## config.mk

```make
export PLATFORM = sky130hd
export DESIGN_NAME = lcd_rgb_tx_flat
export DESIGN_NICKNAME = d
export VERILOG_FILES = /design/src/rtl/lcd_rgb_tx_if.sv /design/src/rtl/lcd_rgb_tx.sv /design/src/flat_wrapper.sv
export SDC_FILE = /design/constraint.sdc
export NUM_CORES = 1
export LEC_CHECK = 0
export CORE_ASPECT_RATIO = 1.75
export CORE_MARGIN = 2
export CORE_UTILIZATION = 55
export DETAILED_ROUTE_END_ITERATION = 8
export MAX_ROUTING_LAYER = met4
export PLACE_DENSITY = 0.8
export SLEW_MARGIN = 0
export SYNTH_ARGS = -nofsm -noshare
export SYNTH_HDL_FRONTEND = slang
export SYNTH_SLANG_ARGS = --single-unit
```

## constraint.sdc

```tcl
create_clock -name clk -period 6.15 [get_ports clk]
set_input_delay 1.23 -clock clk [delete_from_list [all_inputs] [get_ports clk]]
set_output_delay 1.23 -clock clk [all_outputs]
set_load 0.03 [all_outputs]
```

## src/rtl/lcd_rgb_tx_if.sv

```systemverilog
// Pixel-source and LCD-pin bundle of the RGB LCD transmitter.
// master = transmitter side, slave = frame source / pin side.
interface lcd_rgb_tx_if;
    logic        pixel_req;
    logic [10:0] pixel_x;
    logic [10:0] pixel_y;
    logic        frame_start;
    logic [23:0] pixel_data;
    logic        rgb_oe;
    logic        lcd_hs;
    logic        lcd_vs;
    logic        lcd_de;
    logic [23:0] lcd_rgb;

    modport master (
        output pixel_req, pixel_x, pixel_y, frame_start,
        output rgb_oe, lcd_hs, lcd_vs, lcd_de, lcd_rgb,
        input  pixel_data
    );

    modport slave (
        input  pixel_req, pixel_x, pixel_y, frame_start,
        input  rgb_oe, lcd_hs, lcd_vs, lcd_de, lcd_rgb,
        output pixel_data
    );
endinterface

```

## src/rtl/lcd_rgb_tx.sv

```systemverilog
// RGB LCD transmitter: releases the bus while the panel ID is strapped, latches the
// timing set for that ID, then generates HS/VS/DE and pixel requests.
// Optional build macro LCD_TEST_PATTERN_EN replaces source pixels with an x/y pattern.
module lcd_rgb_tx #(
    parameter int unsigned ID_WAIT = 16
) (
    input  logic         clk,
    input  logic         rst,
    input  logic [15:0]  id,
    output logic         fault,
    lcd_rgb_tx_if.master bus
);

    typedef enum logic [1:0] {
        ST_WAIT  = 2'd0,
        ST_CHECK = 2'd1,
        ST_RUN   = 2'd2,
        ST_FAULT = 2'd3
    } state_t;

    // Decode-ready timing: window edges and last counter value per axis
    typedef struct packed {
        logic [10:0] hsw;
        logic [10:0] hstart;
        logic [10:0] hend;
        logic [10:0] hlast;
        logic [10:0] vsw;
        logic [10:0] vstart;
        logic [10:0] vend;
        logic [10:0] vlast;
    } timing_t;

    localparam logic [15:0] WAIT_LAST = 16'(ID_WAIT - 1);

    function automatic logic id_supported(input logic [15:0] pid);
        logic ok;
        case (pid)
            16'h4342, 16'h7084, 16'h4384, 16'h7016, 16'h1018: ok = 1'b1;
            default:                                          ok = 1'b0;
        endcase
        return ok;
    endfunction

    function automatic timing_t timing_lookup(input logic [15:0] pid);
        timing_t     t;
        logic [10:0] hsw, hbp, hact, htot, vsw, vbp, vact, vtot;
        case (pid)
            16'h4342: begin
                hsw = 11'd41;  hbp = 11'd2;   hact = 11'd480;  htot = 11'd525;
                vsw = 11'd10;  vbp = 11'd2;   vact = 11'd272;  vtot = 11'd286;
            end
            16'h7084, 16'h4384: begin
                hsw = 11'd128; hbp = 11'd88;  hact = 11'd800;  htot = 11'd1056;
                vsw = 11'd2;   vbp = 11'd33;  vact = 11'd480;  vtot = 11'd525;
            end
            16'h7016, 16'h1018: begin
                hsw = 11'd20;  hbp = 11'd140; hact = 11'd1024; htot = 11'd1344;
                vsw = 11'd3;   vbp = 11'd20;  vact = 11'd600;  vtot = 11'd635;
            end
            default: begin
                hsw = 11'd0;   hbp = 11'd0;   hact = 11'd0;    htot = 11'd1;
                vsw = 11'd0;   vbp = 11'd0;   vact = 11'd0;    vtot = 11'd1;
            end
        endcase
        t.hsw    = hsw;
        t.hstart = hsw + hbp;
        t.hend   = hsw + hbp + hact;
        t.hlast  = htot - 11'd1;
        t.vsw    = vsw;
        t.vstart = vsw + vbp;
        t.vend   = vsw + vbp + vact;
        t.vlast  = vtot - 11'd1;
        return t;
    endfunction

    state_t      state_r, state_nxt_s;
    logic [15:0] wait_cnt_r;
    timing_t     tmg_r;
    logic [10:0] h_cnt_r, v_cnt_r;
    logic        rgb_oe_r, fault_r;
    logic        rgb_oe_nxt_s, fault_nxt_s, run_s;
    logic        active_s, hs_s, vs_s, fs_s;
    logic [10:0] x_s, y_s;
    logic        pixel_req_r, frame_start_r, de1_r, hs1_r, vs1_r;
    logic [10:0] pixel_x_r, pixel_y_r;
    logic        de2_r, hs2_r, vs2_r;
    logic        lcd_de_r, lcd_hs_r, lcd_vs_r;
    logic [23:0] lcd_rgb_r, rgb_src_s;
`ifdef LCD_TEST_PATTERN_EN
    logic [7:0]  x2_r, y2_r;
`endif

    // State register
    always_ff @(posedge clk) begin
        if (rst) state_r <= ST_WAIT;
        else     state_r <= state_nxt_s;
    end

    // Next-state logic; RUN and FAULT are only left through rst
    always_comb begin
        state_nxt_s = state_r;
        case (state_r)
            ST_WAIT: begin
                if (wait_cnt_r == WAIT_LAST) state_nxt_s = ST_CHECK;
                else                         state_nxt_s = ST_WAIT;
            end
            ST_CHECK: begin
                if (id_supported(id)) state_nxt_s = ST_RUN;
                else                  state_nxt_s = ST_FAULT;
            end
            ST_RUN:   state_nxt_s = ST_RUN;
            ST_FAULT: state_nxt_s = ST_FAULT;
            default:  state_nxt_s = ST_WAIT;
        endcase
    end

    // FSM outputs, registered from the next state so rgb_oe rises in the first RUN cycle
    always_comb begin
        rgb_oe_nxt_s = (state_nxt_s == ST_RUN);
        fault_nxt_s  = (state_nxt_s == ST_FAULT);
        run_s        = (state_r == ST_RUN);
    end

    // Control output registers
    always_ff @(posedge clk) begin
        if (rst) begin
            rgb_oe_r <= 1'b0;
            fault_r  <= 1'b0;
        end else begin
            rgb_oe_r <= rgb_oe_nxt_s;
            fault_r  <= fault_nxt_s;
        end
    end

    // Bus-release wait counter
    always_ff @(posedge clk) begin
        if (rst)                        wait_cnt_r <= 16'd0;
        else if (state_r == ST_WAIT)    wait_cnt_r <= wait_cnt_r + 16'd1;
        else                            wait_cnt_r <= 16'd0;
    end

    // Timing set is captured once in CHECK; later id changes have no effect
    always_ff @(posedge clk) begin
        if (rst)                      tmg_r <= '0;
        else if (state_r == ST_CHECK) tmg_r <= timing_lookup(id);
        else                          tmg_r <= tmg_r;
    end

    // Raster counters, held at zero outside RUN so the first RUN cycle starts at (0,0)
    always_ff @(posedge clk) begin
        if (rst || !run_s) begin
            h_cnt_r <= 11'd0;
            v_cnt_r <= 11'd0;
        end else if (h_cnt_r == tmg_r.hlast) begin
            h_cnt_r <= 11'd0;
            v_cnt_r <= (v_cnt_r == tmg_r.vlast) ? 11'd0 : v_cnt_r + 11'd1;
        end else begin
            h_cnt_r <= h_cnt_r + 11'd1;
        end
    end

    // Counter-stage decode
    always_comb begin
        active_s = run_s
                 && (h_cnt_r >= tmg_r.hstart) && (h_cnt_r < tmg_r.hend)
                 && (v_cnt_r >= tmg_r.vstart) && (v_cnt_r < tmg_r.vend);
        hs_s     = run_s ? !(h_cnt_r < tmg_r.hsw) : 1'b1;
        vs_s     = run_s ? !(v_cnt_r < tmg_r.vsw) : 1'b1;
        fs_s     = run_s && (h_cnt_r == 11'd0) && (v_cnt_r == 11'd0);
        if (active_s) begin
            x_s = h_cnt_r - tmg_r.hstart;
            y_s = v_cnt_r - tmg_r.vstart;
        end else begin
            x_s = 11'd0;
            y_s = 11'd0;
        end
    end

    // Stage 1: request side, visible to the frame source in cycle N
    always_ff @(posedge clk) begin
        if (rst) begin
            pixel_req_r   <= 1'b0;
            pixel_x_r     <= 11'd0;
            pixel_y_r     <= 11'd0;
            frame_start_r <= 1'b0;
            de1_r         <= 1'b0;
            hs1_r         <= 1'b1;
            vs1_r         <= 1'b1;
        end else begin
`ifdef LCD_TEST_PATTERN_EN
            pixel_req_r   <= 1'b0;
`else
            pixel_req_r   <= active_s;
`endif
            pixel_x_r     <= x_s;
            pixel_y_r     <= y_s;
            frame_start_r <= fs_s;
            de1_r         <= active_s;
            hs1_r         <= hs_s;
            vs1_r         <= vs_s;
        end
    end

    // Stage 2: hold syncs/DE while the source answers the request
    always_ff @(posedge clk) begin
        if (rst) begin
            de2_r <= 1'b0;
            hs2_r <= 1'b1;
            vs2_r <= 1'b1;
`ifdef LCD_TEST_PATTERN_EN
            x2_r  <= 8'd0;
            y2_r  <= 8'd0;
`endif
        end else begin
            de2_r <= de1_r;
            hs2_r <= hs1_r;
            vs2_r <= vs1_r;
`ifdef LCD_TEST_PATTERN_EN
            x2_r  <= pixel_x_r[7:0];
            y2_r  <= pixel_y_r[7:0];
`endif
        end
    end

    // Pixel source selection: test pattern or the frame source answer
    always_comb begin
`ifdef LCD_TEST_PATTERN_EN
        rgb_src_s = {x2_r, y2_r, x2_r ^ y2_r};
`else
        rgb_src_s = bus.pixel_data;
`endif
    end

    // Pin stage: RGB, DE and syncs change together; RGB blanked outside DE
    always_ff @(posedge clk) begin
        if (rst) begin
            lcd_de_r  <= 1'b0;
            lcd_hs_r  <= 1'b1;
            lcd_vs_r  <= 1'b1;
            lcd_rgb_r <= 24'd0;
        end else begin
            lcd_de_r  <= de2_r;
            lcd_hs_r  <= hs2_r;
            lcd_vs_r  <= vs2_r;
            lcd_rgb_r <= de2_r ? rgb_src_s : 24'd0;
        end
    end

    assign bus.pixel_req   = pixel_req_r;
    assign bus.pixel_x     = pixel_x_r;
    assign bus.pixel_y     = pixel_y_r;
    assign bus.frame_start = frame_start_r;
    assign bus.rgb_oe      = rgb_oe_r;
    assign bus.lcd_hs      = lcd_hs_r;
    assign bus.lcd_vs      = lcd_vs_r;
    assign bus.lcd_de      = lcd_de_r;
    assign bus.lcd_rgb     = lcd_rgb_r;
    assign fault           = fault_r;

endmodule

```

## src/flat_wrapper.sv

```systemverilog
// flat-port wrapper written by rule: the top's interface ports become plain ports
module lcd_rgb_tx_flat 
#(
    parameter int unsigned ID_WAIT = 16
)
  (clk, rst, id, fault, bus_pixel_req, bus_pixel_x, bus_pixel_y, bus_frame_start, bus_rgb_oe, bus_lcd_hs, bus_lcd_vs, bus_lcd_de, bus_lcd_rgb, bus_pixel_data);
  lcd_rgb_tx_if bus_i ();
  input  logic clk;
  input  logic rst;
  input  logic [15:0] id;
  output logic fault;
  output wire logic [$bits(bus_i.pixel_req)-1:0] bus_pixel_req;
  output wire logic [$bits(bus_i.pixel_x)-1:0] bus_pixel_x;
  output wire logic [$bits(bus_i.pixel_y)-1:0] bus_pixel_y;
  output wire logic [$bits(bus_i.frame_start)-1:0] bus_frame_start;
  output wire logic [$bits(bus_i.rgb_oe)-1:0] bus_rgb_oe;
  output wire logic [$bits(bus_i.lcd_hs)-1:0] bus_lcd_hs;
  output wire logic [$bits(bus_i.lcd_vs)-1:0] bus_lcd_vs;
  output wire logic [$bits(bus_i.lcd_de)-1:0] bus_lcd_de;
  output wire logic [$bits(bus_i.lcd_rgb)-1:0] bus_lcd_rgb;
  input wire logic [$bits(bus_i.pixel_data)-1:0] bus_pixel_data;
  assign bus_pixel_req = bus_i.pixel_req;
  assign bus_pixel_x = bus_i.pixel_x;
  assign bus_pixel_y = bus_i.pixel_y;
  assign bus_frame_start = bus_i.frame_start;
  assign bus_rgb_oe = bus_i.rgb_oe;
  assign bus_lcd_hs = bus_i.lcd_hs;
  assign bus_lcd_vs = bus_i.lcd_vs;
  assign bus_lcd_de = bus_i.lcd_de;
  assign bus_lcd_rgb = bus_i.lcd_rgb;
  assign bus_i.pixel_data = bus_pixel_data;
  lcd_rgb_tx #(.ID_WAIT(ID_WAIT)) u_core (.clk(clk), .rst(rst), .id(id), .fault(fault), .bus(bus_i));
endmodule
```

==> flow_summary.rst, run 1 <==
.. list-table::
   :header-rows: 1

   * - Metric
     - Value
   * - H-tree Lvls
     - 4
   * - Most common library cell in the layout ignoring fill and taps
     - dfxtp_1
   * - Data arrival, critical path
     - between 5 and 6 ns
   * - WS Path Type
     - input pin to register
   * - Net switching power figure
     - 0.3974 mW
   * - Worst clock skew
     - 0.007930 ns
   * - Clock-pin slew reported for the worst setup and hold paths after clock tree synthesis
     - around 0.06 ns
   * - Worst Max-Slew Pin Slew
     - about 1.1 ns
   * - DRT Pass-1 Iters
     - 5
   * - Result of the run
     - completed
   * - Total count of max-transition violations in the final report
     - 0
   * - Logic depth of the worst register-to-register path
     - 6
   * - Power density normalized to cell area
     - between 200 and 250 mW/mm^2
   * - GRT Total Usage
     - roughly 26%
   * - Remaining design rule violation count
     - 0
   * - Final hold viol count
     - 0
   * - Startpoint class of the critical path
     - input pin
   * - CP max FO
     - 13
   * - Number of global-route vias before repair
     - 5837
   * - Total leakage power
     - around 3.3 nW
   * - Syn avg cell area
     - approximately 8.9 um^2
   * - Row count
     - 54
   * - Input/output buffers
     - 94
   * - Final worst setup slack
     - approximately 0.85 ns
   * - Total Die Area
     - ~0.014 mm^2
   * - Commonest cells after routing, fill and taps aside
     - dfxtp_1 (142), clkdlybuf4s50_1 (93), nor2_1 (84)
   * - I/O pins
     - 95
   * - Clock insertion delay at the later pin of the skew report
     - ~0.42 ns
   * - Worst path required time
     - between 6 and 7 ns
   * - Sequential share of the synthesized area
     - about two fifths
   * - Count of flip-flops with a built-in enable after synthesis
     - 0
   * - Synthesis Warnings
     - 0
   * - PostCTS Resize Cnt
     - 0
   * - Antenna diode instance count
     - 0
   * - Most utilized layer in the global route result
     - met2
   * - Root buffer cell
     - clkbuf_16
   * - Combinational share of power
     - 2.1%
   * - Final routed wire length divided by cell count
     - 15.73 um
   * - Post-Syn Nets
     - around 890
   * - Cell area after synthesis
     - 0.006960 mm^2
   * - Antenna violations before repair
     - 0
   * - Switching fraction of total power
     - around a fifth
   * - Share of power burned in the clock network
     - a little over half
   * - Global placer's final weighted congestion
     - about 0.91
   * - Die width
     - 89.04 um
   * - Instance count of the mapped netlist
     - around 800
   * - RSZ-0062 raised after global routing
     - false
   * - Count of buffers added by post-CTS timing repair for setup
     - 0
   * - Sequential share of power
     - between 40 and 50%
   * - Cts-stage hold buffer count
     - 0
   * - Vias after detailed routing
     - roughly 5800
   * - Placed wire-length estimate
     - 12210 um
   * - Fraction of layout instances using a drive strength above 1
     - approximately 5.9%
   * - Global-route congestion overflow total
     - 0
   * - Internal power of the cells
     - between 1.5 and 2 mW
   * - Proportion of register bits with asynchronous set or reset after synthesis
     - 0%
   * - Critical Path Sink Type
     - register
   * - Core area
     - about 0.012 mm^2
   * - Net count reported at finish
     - 977
   * - Post-synth top flop
     - dfxtp_1
   * - Number of cells on the worst hold path
     - 1
   * - DP Worst Slack
     - 0.4892 ns
   * - Worst min-delay path class
     - register to register
   * - TritonCTS clock tree
     - built
   * - Number of clock sinks seen by CTS
     - about 140
   * - CTS Buf Count
     - 17
   * - Largest net degree at the start of global routing
     - 58
   * - Achievable frequency
     - 188.7 MHz
   * - Detailed router's first-iteration violation count
     - ~400
   * - Met3 Use GR
     - around 4.6%
   * - Number of distinct library cell variants in the gate-level netlist after synthesis
     - slightly above 60
   * - DIE HEIGHT
     - between 150 and 200 um
   * - Number of nets with antenna violations after routing
     - 0
   * - Tmin final
     - 5.298 ns
   * - Worst vdd rail ir drop
     - about 0.19 mV
   * - Worst slew slack as a fraction of its limit
     - 23.52%
   * - Post-route fraction of the period consumed by the critical path
     - a little under nine tenths
   * - Count of state elements after synthesis
     - 142
   * - Global routing usage on met2
     - 46.27%
   * - Max-capacitance violation count
     - 0
   * - Clock Path Buffers
     - 2
   * - Average vias per placed instance
     - ~5.5
   * - Final setup violating endpoints
     - 0
   * - Global-route wire length before repair
     - 26950 um
   * - Accumulated negative setup slack
     - 0 ns
   * - Aggregate routed wire length
     - approximately 17000 um
   * - Post-synthesis to final-layout area growth
     - 23.80%
   * - GR met1 Demand/Resource
     - approximately 25%
   * - Initial Utilization
     - a little under three fifths
## metrics by stage
stage | instances | hold slack (ns) | cell area [um^2] | util, % | power (mW)
final | 1052 | 0.4099 | 8617 | 69.31 | 2.015
after global routing | 1052 | 0.4340 | 8617 | 69.31 | 2.075
after CTS | 1051 | 0.4110 | 8606 | 69.22 | 2.029
after detailed placement | 1019 | 0.3954 | 7996 | 64.32 | 0.9850
after global placement | 1019 | 0.3914 | 7996 | 64.32 | 0.9838
after floorplan | 786 | 0.3895 | 6960 | - | 0.9550
## flip-flops by register name, indices dropped and copies added (netlist names), 2 cells and up
name                count
u_core.h_cnt_r         11
u_core.bus.pixel_x     11
u_core.state_r          2
u_core.wait_cnt_r      16
u_core.tmg_r           44
u_core.bus.lcd_rgb     24
u_core.v_cnt_r         11
u_core.bus.pixel_y     11
## cells in the mapped netlist, drive strengths merged (3+ instances only)
master	n	area [um^2]
dfxtp	142	2843
nor2	84	315.3
nand2	70	262.8
ha	60	750.7
a21oi	54	270.3
inv	48	180.2
xnor2	36	315.3
xor2	30	262.8
and2	27	168.9
clkbuf	26	97.59
nand3	19	95.09
nor3	17	90.09
o21ai	15	75.07
and3	13	81.33
nor4	13	87.58
a211oi	11	95.09
nand4	11	68.82
nor2b	10	62.56
o21a	8	60.06
or2	8	52.55
buf	7	45.04
nand2b	7	43.79
o31ai	6	45.04
or3	6	37.54
a21o	5	37.54
or4	5	37.54
fa	4	80.08
nor4bb	4	40.04
a2111oi	3	45.05
a21boi	3	22.52
and4b	3	30.03
## layout make-up
type | count | area [um^2]
well taps | 168 | 210.2
fillers | 986 | 3815
multi-input cells | 563 | 3797
inverters | 48 | 180.2
repair buffers | 99 | 977.2
flip-flops and latches | 142 | 2843
clock buffers | 22 | 474.2
clock inverters | 10 | 135.1
## power groups by stage
stage	clock [mW]	combinational [mW]	sequential, mW
6_report	1.05	0.0418	0.923
5_1_grt	1.11	0.0446	0.923
4_1_cts	1.06	0.0419	0.923
3_5_place_dp	0	0.0415	0.943
3_3_place_gp	0	0.0406	0.943
2_1_floorplan	0	0.0119	0.943
## worst max-delay path, stage by stage
cell             delay [ns]
clkdlybuf4s50_1        0.42
nor4_1                 0.41
a22oi_1                0.20
nor2_1                 0.38
inv_1                  0.19
ha_1                   0.33
ha_1                   0.38
nand2b_1               0.32
inv_1                  0.34
a21oi_1                0.20
inv_1                  0.11
ha_1                   0.23
a21o_1                 0.18
a21oi_1                0.26
nor2b_1                0.07
o21ai_0                0.19
a311oi_1               0.11
## per-layer routing
metal	share of wire, %	up-vias	wire (um)
li1	-	2849	-
met1	36	2711	5956
met2	55	205	9058
met3	4.9	50	819
met4	4.3	0	715
met5	0	-	0
## cells by family after synthesis
group	share of synthesized area, %
compound gates	12.04
xor+xnor	8.305
fa+ha+maj	11.94
buf+inv	4.638
flops	40.84
simple gates	22.24
## worst paths after layout
check                           end  slack, ns         startpoint
setup / recovery   u_core.tmg_r[65]       0.85             id[11]
hold / removal         u_core.hs2_r       0.41       u_core.hs1_r
setup reg to reg  u_core.v_cnt_r[3]       2.85  u_core.h_cnt_r[4]
hold reg to reg        u_core.hs2_r       0.41       u_core.hs1_r
Note: power is estimated with default switching activity, not from simulation.
==> inputs of run 2 (changes only) <==
--- a/config.mk
+++ b/config.mk
@@ -10,7 +10,7 @@
 export CORE_UTILIZATION = 55
 export DETAILED_ROUTE_END_ITERATION = 8
 export MAX_ROUTING_LAYER = met4
-export PLACE_DENSITY = 0.8
+export PLACE_DENSITY = 0.76
 export SLEW_MARGIN = 0
 export SYNTH_ARGS = -nofsm -noshare
 export SYNTH_HDL_FRONTEND = slang
==> constraint.sdc (replaced) <==
create_clock -name clk -period 5.1 [get_ports clk]
set_input_delay 1.02 -clock clk [delete_from_list [all_inputs] [get_ports clk]]
set_output_delay 1.02 -clock clk [all_outputs]
set_load 0.03 [all_outputs]
==> run 2 against run 1 <==
  * Total power up 24%
  * Register-to-register slack got worse by 0.87 ns
  * Setup slack got worse by 0.30 ns
  * Critical endpoint is now u_core.tmg_r[64]
  * Critical path depth up 2
  * Hold slack better by 0.0025 ns
  * Largest power group unchanged
  * Largest cell class unchanged
  * Die area did not move
  * Sequential power increased by 20%
  * Clock-buffer cell count down 4
==> flow_summary.rst, run 2 (synthesis gave the netlist of run 1 again) <==
.. list-table::
   :header-rows: 1

   * - Metric
     - Value
   * - Top register by number of flip-flops
     - u_core.tmg_r
   * - Result of the run
     - completed
   * - Power density normalized to cell area
     - approximately 290 mW/mm^2
   * - Placed wire-length estimate
     - 12670 um
   * - Number of global-route vias before repair
     - slightly below 6000
   * - I/O pins
     - 95
   * - Final routed wire length divided by cell count
     - between 15 and 20 um
   * - Net count reported at finish
     - 983
   * - Row count
     - between 50 and 60
   * - H-tree Lvls
     - 4
   * - Average vias per placed instance
     - around 5.4
   * - Input/output buffers
     - between 90 and 100
   * - PostCTS Resize Cnt
     - 0
   * - DIE HEIGHT
     - 152.8 um
   * - Detailed router's first-iteration violation count
     - roughly 290
   * - Accumulated negative setup slack
     - 0 ns
   * - Most numerous cell on the critical path
     - inv_1
   * - Critical Path Sink Type
     - register
   * - Largest net degree at the start of global routing
     - 57
   * - Commonest cells after routing, fill and taps aside
     - dfxtp_1 (142), clkdlybuf4s50_1 (93), nor2_1 (84)
   * - Worst min-delay path class
     - register to register
   * - Antenna diode instance count
     - 0
   * - Count of buffers added by post-CTS timing repair for setup
     - 0
   * - Cts-stage hold buffer count
     - 0
   * - Logic depth of the worst register-to-register path
     - 8
   * - WS Path Type
     - input pin to register
   * - Aggregate routed wire length
     - 16760 um
   * - Global-route congestion overflow total
     - 0
   * - Cell with the biggest individual delay on the critical path
     - clkdlybuf4s50_1
   * - Clock Path Buffers
     - 2
   * - CP max FO
     - 7
   * - Flip-flop count of the largest register, all copies and words added
     - 44
   * - Worst Max-Slew Pin Slew
     - ~1.2 ns
   * - Antenna violations before repair
     - 0
   * - Stage delay of the slowest cell on the critical path
     - 0.50 ns
   * - Worst path required time
     - 5.44 ns
   * - Final hold viol count
     - 0
   * - DRT Pass-1 Iters
     - 7
   * - Clock-pin slew reported for the worst setup and hold paths after clock tree synthesis
     - 0.06 ns
   * - Post-synthesis to final-layout area growth
     - 24.90%
   * - Worst vdd rail ir drop
     - 0.2954 mV
   * - Root buffer cell
     - clkbuf_16
   * - Core area
     - ~0.012 mm^2
   * - RSZ-0062 raised after global routing
     - false
   * - Total Die Area
     - ~0.014 mm^2
   * - Most common library cell in the layout ignoring fill and taps
     - dfxtp_1
   * - TritonCTS clock tree
     - built
   * - Global-route wire length before repair
     - about 27000 um
   * - Worst clock skew
     - approximately 0.0083 ns
   * - Worst slew slack as a fraction of its limit
     - 21.42%
   * - Post-route fraction of the period consumed by the critical path
     - slightly below 90%
   * - Data arrival, critical path
     - approximately 4.9 ns
   * - Max-capacitance violation count
     - 0
   * - Final setup violating endpoints
     - 0
   * - Ordered list of cells on the worst path
     - clkdlybuf4s50_1 > nor4bb_1 > a22oi_1 > nor2_1 > inv_1 > ha_1 > inv_1 > ha_1 > o41ai_1 > xnor2_1 > ha_1 > inv_1 > fa_1 > inv_1 > a21o_1 > a21oi_1 > xnor2_1 > nand2_1 > a21oi_1
   * - Total leakage power
     - 3.364 nW
   * - Clock insertion delay at the later pin of the skew report
     - about 0.42 ns
   * - Fraction of layout instances using a drive strength above 1
     - 6.742%
   * - Number of cells on the worst hold path
     - 1
   * - Global placer's final weighted congestion
     - around 0.91
   * - R2R Setup Slk
     - just under 2 ns
   * - Number of clock sinks seen by CTS
     - approximately 140
   * - Die width
     - a little under 90 um
   * - Achievable frequency
     - roughly 220 MHz
   * - CTS Buf Count
     - 17
   * - Tmin final
     - 4.549 ns
   * - Remaining design rule violation count
     - 0
   * - Worst Hold Slack
     - slightly above 0.4 ns
   * - Vias after detailed routing
     - about 5800
   * - Initial Utilization
     - ~56%
   * - GRT Total Usage
     - between 20% and 30%
   * - Total count of max-transition violations in the final report
     - 0
   * - Number of nets with antenna violations after routing
     - 0
   * - Startpoint class of the critical path
     - input pin
==> run 2: cell count changes in the layout (fill, tap and decap cells not counted) <==
cell / previous run / this run
buf_4: 4 / 11
clkinv_2: 4 / 1
inv_6: 1 / 4
clkbuf_1: 2 / 0
clkbuf_8: 3 / 1
clkinv_4: 1 / 3
buf_6: 1 / 0
bufinv_16: 3 / 4
inv_8: 0 / 1
==> run 2: worst paths after layout <==
| check | from | to |
|---|---|---|
| min | u_core.vs2_r | u_core.bus.lcd_vs |
| max reg2reg | u_core.tmg_r[56] | u_core.bus.pixel_x[8] |
| max | id[12] | u_core.tmg_r[64] |
| min reg2reg | u_core.vs2_r | u_core.bus.lcd_vs |
==> run 2: through the flow <==
stage               area (um^2)  setup WS, ns  cells  util (%)  power (mW)
floorplan                  6960        0.3316    786         -       1.152
global placement           8049        0.2827   1026     64.74       1.187
finish                     8693        0.5507   1058     69.93       2.491
CTS                        8693        0.5809   1058     69.93       2.512
global route               8693        0.2197   1058     69.93       2.568
detailed placement         8049        0.1594   1026     64.74       1.188
==> run 2: critical path, delay by kind of cell <==
family                     cells  cell delay [ns]
AOI/OAI and AO/OA              5             0.91
xor gates and xnor gates       2             0.33
buffers and inverters          5             0.99
adders and majority gates      4             1.07
and+or+nand+nor                3             0.58
==> run 2: report_power, final <==
group / internal, mW / total [mW] / switching, mW / leakage, nW
clock: 0.842 / 1.33 / 0.485 / 0.314
combinational: 0.0324 / 0.0506 / 0.0183 / 1.91
sequential: 1.11 / 1.11 / 0.00186 / 1.14
==> run 2: metal layers <==
layer / global-route usage (%) / part of all wire (%) / vias to the layer above
met5: - / 0 / -
met4: 12.65 / 3.6 / 0
met3: 5.130 / 4.5 / 38
met2: 48.12 / 56 / 167
met1: 24.79 / 36 / 2694
li1: - / - / 2858
==> run 2: final cells by class <==
type,instances,area (um^2)
Multi-Input combinational cell,563,3797
Clock buffer,18,439.2
Timing Repair Buffer,105,1018
Fill cell,1037,3739
Sequential cell,142,2843
Clock inverter,14,205.2
Tap cell,168,210.2
Inverter,48,180.2
==> inputs of run 3 (changes only) <==
--- a/config.mk
+++ b/config.mk
@@ -9,6 +9,7 @@
 export CORE_MARGIN = 2
 export CORE_UTILIZATION = 55
 export DETAILED_ROUTE_END_ITERATION = 8
+export GPL_ROUTABILITY_DRIVEN = 0
 export MAX_ROUTING_LAYER = met4
 export PLACE_DENSITY = 0.76
 export SLEW_MARGIN = 0
==> results of run 3 <==
No change in the layout: final DEF, timing and power equal those of run 2.
